--- src/rtl/ram_stream_reader.sv ---
// Burst reader: issues sequential (wrapping) reads to a 1-cycle-latency RAM and
// streams the words through a 2-entry valid/ready buffer throttled by read credit.
package ram_stream_reader_pkg;
  function automatic int clogb2(input int value);
    int v;
    int n;
    v = value;
    n = 0;
    while (v > 0) begin
      n = n + 1;
      v = v >> 1;
    end
    return n;
  endfunction
endpackage

module ram_stream_reader
  import ram_stream_reader_pkg::*;
#(
  parameter int RAM_WIDTH = 16,
  parameter int RAM_DEPTH = 8,
  localparam int ADDR_W = clogb2(RAM_DEPTH - 1)
) (
  input  logic                 clk,
  input  logic                 nrst,
  input  logic                 start,
  input  logic [ADDR_W-1:0]    base_addr,
  input  logic [ADDR_W:0]      len,
  output logic                 busy,
  output logic                 done,
  output logic [ADDR_W-1:0]    ram_addr,
  output logic                 ram_en,
  output logic                 ram_we,
  input  logic [RAM_WIDTH-1:0] ram_dout,
  output logic [RAM_WIDTH-1:0] out_data,
  output logic                 out_valid,
  input  logic                 out_ready,
  output logic                 out_last
);

  localparam logic [1:0] IDLE  = 2'd0;
  localparam logic [1:0] READ  = 2'd1;
  localparam logic [1:0] DRAIN = 2'd2;

  localparam logic [ADDR_W:0]   DEPTH_LEN = (ADDR_W + 1)'(RAM_DEPTH);
  localparam logic [ADDR_W:0]   ONE_LEN   = (ADDR_W + 1)'(1);
  localparam logic [ADDR_W-1:0] LAST_ADDR = ADDR_W'(RAM_DEPTH - 1);
  localparam logic [ADDR_W-1:0] ONE_ADDR  = ADDR_W'(1);

  logic [1:0]           state_q, state_d;
  logic                 busy_q, busy_d;
  logic                 done_q, done_d;
  logic [ADDR_W-1:0]    addr_q, addr_d;
  logic [ADDR_W:0]      left_q, left_d;
  logic                 in_flight_q, in_flight_d;
  logic                 in_flight_last_q, in_flight_last_d;
  logic                 out_valid_q, out_valid_d;
  logic [RAM_WIDTH-1:0] out_data_q, out_data_d;
  logic                 out_last_q, out_last_d;
  logic                 skid_valid_q, skid_valid_d;
  logic [RAM_WIDTH-1:0] skid_data_q, skid_data_d;
  logic                 skid_last_q, skid_last_d;

  logic [ADDR_W:0] eff_len_s;
  logic            pop_s;
  logic [1:0]      used_s;
  logic            credit_s;
  logic            final_issue_s;

  // Credit: words buffered plus the read in flight, less the word leaving now.
  always_comb begin
    eff_len_s     = (len > DEPTH_LEN) ? DEPTH_LEN : len;
    pop_s         = out_valid_q && out_ready;
    used_s        = {1'b0, out_valid_q} + {1'b0, skid_valid_q} + {1'b0, in_flight_q};
    credit_s      = (used_s - {1'b0, pop_s}) < 2'd2;
    ram_en        = (state_q == READ) && credit_s;
    final_issue_s = ram_en && (left_q == ONE_LEN);
  end

  // Burst sequencing: latch the request, walk the wrapping address, finish on last handshake.
  always_comb begin
    state_d          = state_q;
    addr_d           = addr_q;
    left_d           = left_q;
    done_d           = 1'b0;
    in_flight_d      = ram_en;
    in_flight_last_d = final_issue_s;
    case (state_q)
      IDLE: begin
        if (start) begin
          if (eff_len_s != {(ADDR_W + 1){1'b0}}) begin
            state_d = READ;
            addr_d  = base_addr;
            left_d  = eff_len_s;
          end else begin
            done_d = 1'b1;
          end
        end else begin
          state_d = IDLE;
        end
      end
      READ: begin
        if (ram_en) begin
          addr_d  = (addr_q == LAST_ADDR) ? {ADDR_W{1'b0}} : addr_q + ONE_ADDR;
          left_d  = left_q - ONE_LEN;
          state_d = final_issue_s ? DRAIN : READ;
        end else begin
          state_d = READ;
        end
      end
      DRAIN: begin
        if (pop_s && out_last_q) begin
          state_d = IDLE;
          done_d  = 1'b1;
        end else begin
          state_d = DRAIN;
        end
      end
      default: begin
        state_d = IDLE;
      end
    endcase
    busy_d = (state_d != IDLE);
  end

  // Two-slot buffer: the output slot refills from the skid slot first, then from the RAM.
  always_comb begin
    out_valid_d  = out_valid_q;
    out_data_d   = out_data_q;
    out_last_d   = out_last_q;
    skid_valid_d = skid_valid_q;
    skid_data_d  = skid_data_q;
    skid_last_d  = skid_last_q;
    if (!out_valid_q || pop_s) begin
      if (skid_valid_q) begin
        out_valid_d = 1'b1;
        out_data_d  = skid_data_q;
        out_last_d  = skid_last_q;
        if (in_flight_q) begin
          skid_valid_d = 1'b1;
          skid_data_d  = ram_dout;
          skid_last_d  = in_flight_last_q;
        end else begin
          skid_valid_d = 1'b0;
        end
      end else if (in_flight_q) begin
        out_valid_d = 1'b1;
        out_data_d  = ram_dout;
        out_last_d  = in_flight_last_q;
      end else begin
        out_valid_d = 1'b0;
        out_last_d  = 1'b0;
      end
    end else if (in_flight_q) begin
      skid_valid_d = 1'b1;
      skid_data_d  = ram_dout;
      skid_last_d  = in_flight_last_q;
    end else begin
      skid_valid_d = skid_valid_q;
    end
  end

  // State registers; reset also drops any read still in flight.
  always_ff @(posedge clk or negedge nrst) begin
    if (!nrst) begin
      state_q          <= IDLE;
      busy_q           <= 1'b0;
      done_q           <= 1'b0;
      addr_q           <= {ADDR_W{1'b0}};
      left_q           <= {(ADDR_W + 1){1'b0}};
      in_flight_q      <= 1'b0;
      in_flight_last_q <= 1'b0;
      out_valid_q      <= 1'b0;
      out_data_q       <= {RAM_WIDTH{1'b0}};
      out_last_q       <= 1'b0;
      skid_valid_q     <= 1'b0;
      skid_data_q      <= {RAM_WIDTH{1'b0}};
      skid_last_q      <= 1'b0;
    end else begin
      state_q          <= state_d;
      busy_q           <= busy_d;
      done_q           <= done_d;
      addr_q           <= addr_d;
      left_q           <= left_d;
      in_flight_q      <= in_flight_d;
      in_flight_last_q <= in_flight_last_d;
      out_valid_q      <= out_valid_d;
      out_data_q       <= out_data_d;
      out_last_q       <= out_last_d;
      skid_valid_q     <= skid_valid_d;
      skid_data_q      <= skid_data_d;
      skid_last_q      <= skid_last_d;
    end
  end

  assign busy      = busy_q;
  assign done      = done_q;
  assign ram_addr  = addr_q;
  assign ram_we    = 1'b0;
  assign out_data  = out_data_q;
  assign out_valid = out_valid_q;
  assign out_last  = out_last_q;

endmodule

--- config.mk ---
export PLATFORM = sky130hd
export DESIGN_NAME = ram_stream_reader
export DESIGN_NICKNAME = d
export VERILOG_FILES = /design/src/rtl/ram_stream_reader.sv
export SDC_FILE = /design/constraint.sdc
export NUM_CORES = 1
export LEC_CHECK = 0
export ABC_AREA = 1
export CORE_ASPECT_RATIO = 1.2
export CORE_MARGIN = 3
export CORE_UTILIZATION = 30
export CTS_CLUSTER_SIZE = 14
export DETAILED_ROUTE_END_ITERATION = 8
export PLACE_DENSITY_LB_ADDON = 0.12
export SETUP_SLACK_MARGIN = 0.5
export SYNTH_ARGS = -nofsm -noshare
export SYNTH_HDL_FRONTEND = slang
export SYNTH_SLANG_ARGS = --single-unit
--- constraint.sdc ---
create_clock -name clk -period 3.95 [get_ports clk]
set_input_delay 0.79 -clock clk [delete_from_list [all_inputs] [get_ports clk]]
set_output_delay 0.79 -clock clk [all_outputs]
set_load 0.005 [all_outputs]
==> flow_summary_export.csv <==
group,metric,value,unit
run_status,status,"finished clean",
yosys,synth.avg_cell_area,8.963,sq um
power,pwr-share-seq,34.7,%
placement,io_buffers,50,
global_routing,grt_usage,12.20,%
worst_setup_path,end_kind,"output port",
cells_and_area,fin_nets,357,
power,clockPowerShare,16.6,%
sta,slew_violations,0,
floorplan,design.die.area,9344,sq um
power,power.internal,1555,uW
sta,finalSetupTns,0,ns
cells_and_area,final_common_cell,"nand2_1",
clock_tree,cts_buffer_depth,2,
placement,dpl.hpwl,3.510,mm
clock_tree,cts_max_level,2,
power,pwr-share-comb,48.7,%
floorplan,start_util,31.44,%
floorplan,dieHeight,105.3,um
yosys,seq_area_frac_synth,49.75,%
worst_setup_path,cp_cell_sequence,"clkdlybuf4s50_1 -> nand2_1 -> inv_1 -> ha_1 -> inv_1 -> ha_1 -> nand2_1 -> nand2_1 -> nand2_1 -> nand2_2 -> nand2_4 -> inv_2 -> dlygate4sd2_1",
sta,rsz0062_at_grt,"no",
routing,ant_nets,0,
yosys,ys_seq_elements,49,
sta,min_period,3.299,ns
worst_setup_path,crit_slowest_cell,"clkdlybuf4s50_1",
cells_and_area,drive_gt1_share,15.38,%
power,p_leak,0.001590,uW
sta,setup_violations,0,
power,ir_drop,0.3429,mV
worst_setup_path,critPathMaxFanout,2,
run,cap_violations,0,
yosys,yosysTopAreaCellShare,49.75,%
routing,viasPerCell,4.441,
yosys,yosys_warnings,0,
sta,worst_slew_pin_slew,0.6993,ns
yosys,async_reset_ff_share,100.0,%
worst_setup_path,cp_common_cell,"nand2_1",
routing,dr.pass1.iters,4,
floorplan,io_pins,52,
global_routing,grt_pass1_vias,1903,
worst_setup_path,critical_path.max_stage_delay,0.42,ns
global_routing,antenna_found_initial,0,
floorplan,core,7839,sq um
yosys,synth_top_cell_by_area,"dfrtp_1",
global_routing,overflow,0,
routing,wire_per_inst,12.37,um
worst_setup_path,critical_path_class,"input port to output port",
global_routing,grt_max_degree,36,
yosys,synth_edf_count,0,
cells_and_area,diodes,0,
sta,fin_skew,0.01335,ns
power,power_density,828.3,nW/um^2
power,switchingPower,1054,uW
worst_setup_path,crit_family,"buffers and inverters",
cells_and_area,area_growth,27.77,%
yosys,syn_area,2465,sq um
routing,vias,1852,
floorplan,rows,35,
sta,post-route-period-util,83.51,%
routing,drc,0,
placement,place_congestion,0.7544,
cells_and_area,layout_common_cells,"nand2_1 (102), dfrtp_1 (49), clkdlybuf4s50_1 (48)",
yosys,synth_area_leaders,"dfrtp_1 (50%), nand2_1 (16%), o21ai_2 (6.0%), o211ai_2 (5.1%), inv_1 (4.7%)",
sta,hold_viol,0,
yosys,synth_ff_type,"dfrtp_1",
global_routing,grt_pass1_wl,8.990,mm
sta,max_slew_margin,53.38,%
yosys,synthesis.nets,308,
routing,drt_iter0_drc,93,
clock_tree,cts.sinks,49,
yosys,syn_inst,275,
clock_tree,clock_latency,0.31,ns
cells_and_area,fillers,775,
worst_setup_path,worst_ep_required_time,3.16,ns
clock_tree,numCtsBuffers,5,
cells_and_area,final_util,40.18,%
worst_setup_path,start_kind,"input port",
worst_setup_path,rrSetupSlack,2.02,ns
power,p_sw_share,40.39,%
routing,routed_wl,5.157,mm
sta,max_clock_freq,303.1,MHz
worst_setup_path,path_buf_inv,5,
clock_tree,cts_tree,"done",
floorplan,die_x,88.75,um
yosys,yosysUniqueCellTypes,25,
clock_tree,clockRootBuffer,"clkbuf_8",
min_path,hp-class,"register to register",
worst_setup_path,arrival,2.51,ns
clock_tree,clk_pin_slew,0.09,ns
==> stage by stage <==
stage / hold WS [ns] / worst slack, ns / cells / instance area [sq um] / power, uW
after floorplan: 0.4553 / 1.320 / 275 / 2465 / 1778
after global placement: 0.4626 / 0.3042 / 408 / 3003 / 2184
after detailed placement: 0.4660 / 0.2853 / 408 / 3003 / 2200
after CTS: 0.4920 / 0.6384 / 417 / 3149 / 2665
after global routing: 0.5049 / 0.5111 / 417 / 3149 / 2874
final: 0.4846 / 0.6513 / 417 / 3149 / 2609
==> layout make-up <==
| cell class | instances | area (sq um) | area share, % |
|---|---|---|---|
| multi-input combinational | 183 | 1035 | 32.86 |
| clock inverter | 3 | 68.82 | 2.185 |
| sequential | 49 | 1226 | 38.94 |
| clock buffer | 5 | 68.82 | 2.185 |
| tap | 92 | 115.1 | 3.655 |
| inverter | 33 | 126.4 | 4.013 |
| timing repair buffer | 52 | 509.2 | 16.17 |
==> tightest hold or removal path, stage by stage, from the launching register on <==
cell and delay (ns):
dfrtp_1 0.36, nand2_1 0.05, nand2_1 0.05
==> timing repair <==
action,in CTS,in global routing
setup buffers,1,0
gates resized for setup,3,0
hold buffers,0,0
setup endpoints to repair,1,0
==> final timing paths <==
path / from / to / cells past startpoint
max: out_ready / ram_en / 13
min: out_data[1] / out_data[1] / 2
max reg2reg: in_flight_q / left_q[3] / 13
min reg2reg: out_data[1] / out_data[1] / 2
max in group asynchronous: nrst / out_data[7] / 2
min in group asynchronous: nrst / out_data[1] / 1
==> Yosys cell counts, types with 4 or more instances <==
cell type / n
nor2_1: 5
nand2_1: 103
ha_1: 6
buf_2: 4
o211ai_1: 6
o21ai_0: 5
inv_1: 31
nand3_1: 16
o211ai_2: 10
buf_6: 4
o21ai_2: 17
dfrtp_1: 49
==> state kept, by name, summed over array words and instances, names as in the netlist, 2 cells and up <==
name / count
state_q: 2
skid_data_q: 16
left_q: 4
ram_addr: 3
out_data: 16
==> power by group through the flow <==
stage / logic [uW] / registers [uW] / clock network (uW)
after floorplan: 876 / 902 / 0
after global routing: 1460 / 941 / 468
after CTS: 1300 / 910 / 451
after global placement: 1270 / 915 / 0
after detailed placement: 1280 / 917 / 0
final: 1270 / 905 / 434
==> layer usage <==
layer / GRT usage, % / wire length [um] / vias to the layer above
met3: 2.658 / 226 / 7
met2: 20.01 / 2397 / 36
met5: 0 / 0 / -
met1: 15.75 / 2449 / 840
met4: 3.888 / 82 / 0
li1: - / - / 969
==> kinds of logic (layout without fill, tap and decap cells) <==
family / after synthesis / count (layout) / share of synthesized area [%]
and+or+nand+nor: 133 / 133 / 22.89
DFF: 49 / 49 / 49.75
buffers and inverters: 43 / 93 / 8.375
AOI/OAI and AO/OA: 42 / 42 / 15.43
adders and majority gates: 6 / 6 / 3.046
other: 1 / 1 / 0.1521
xor gates and xnor gates: 1 / 1 / 0.3554
(Power assumes the default switching activity.)
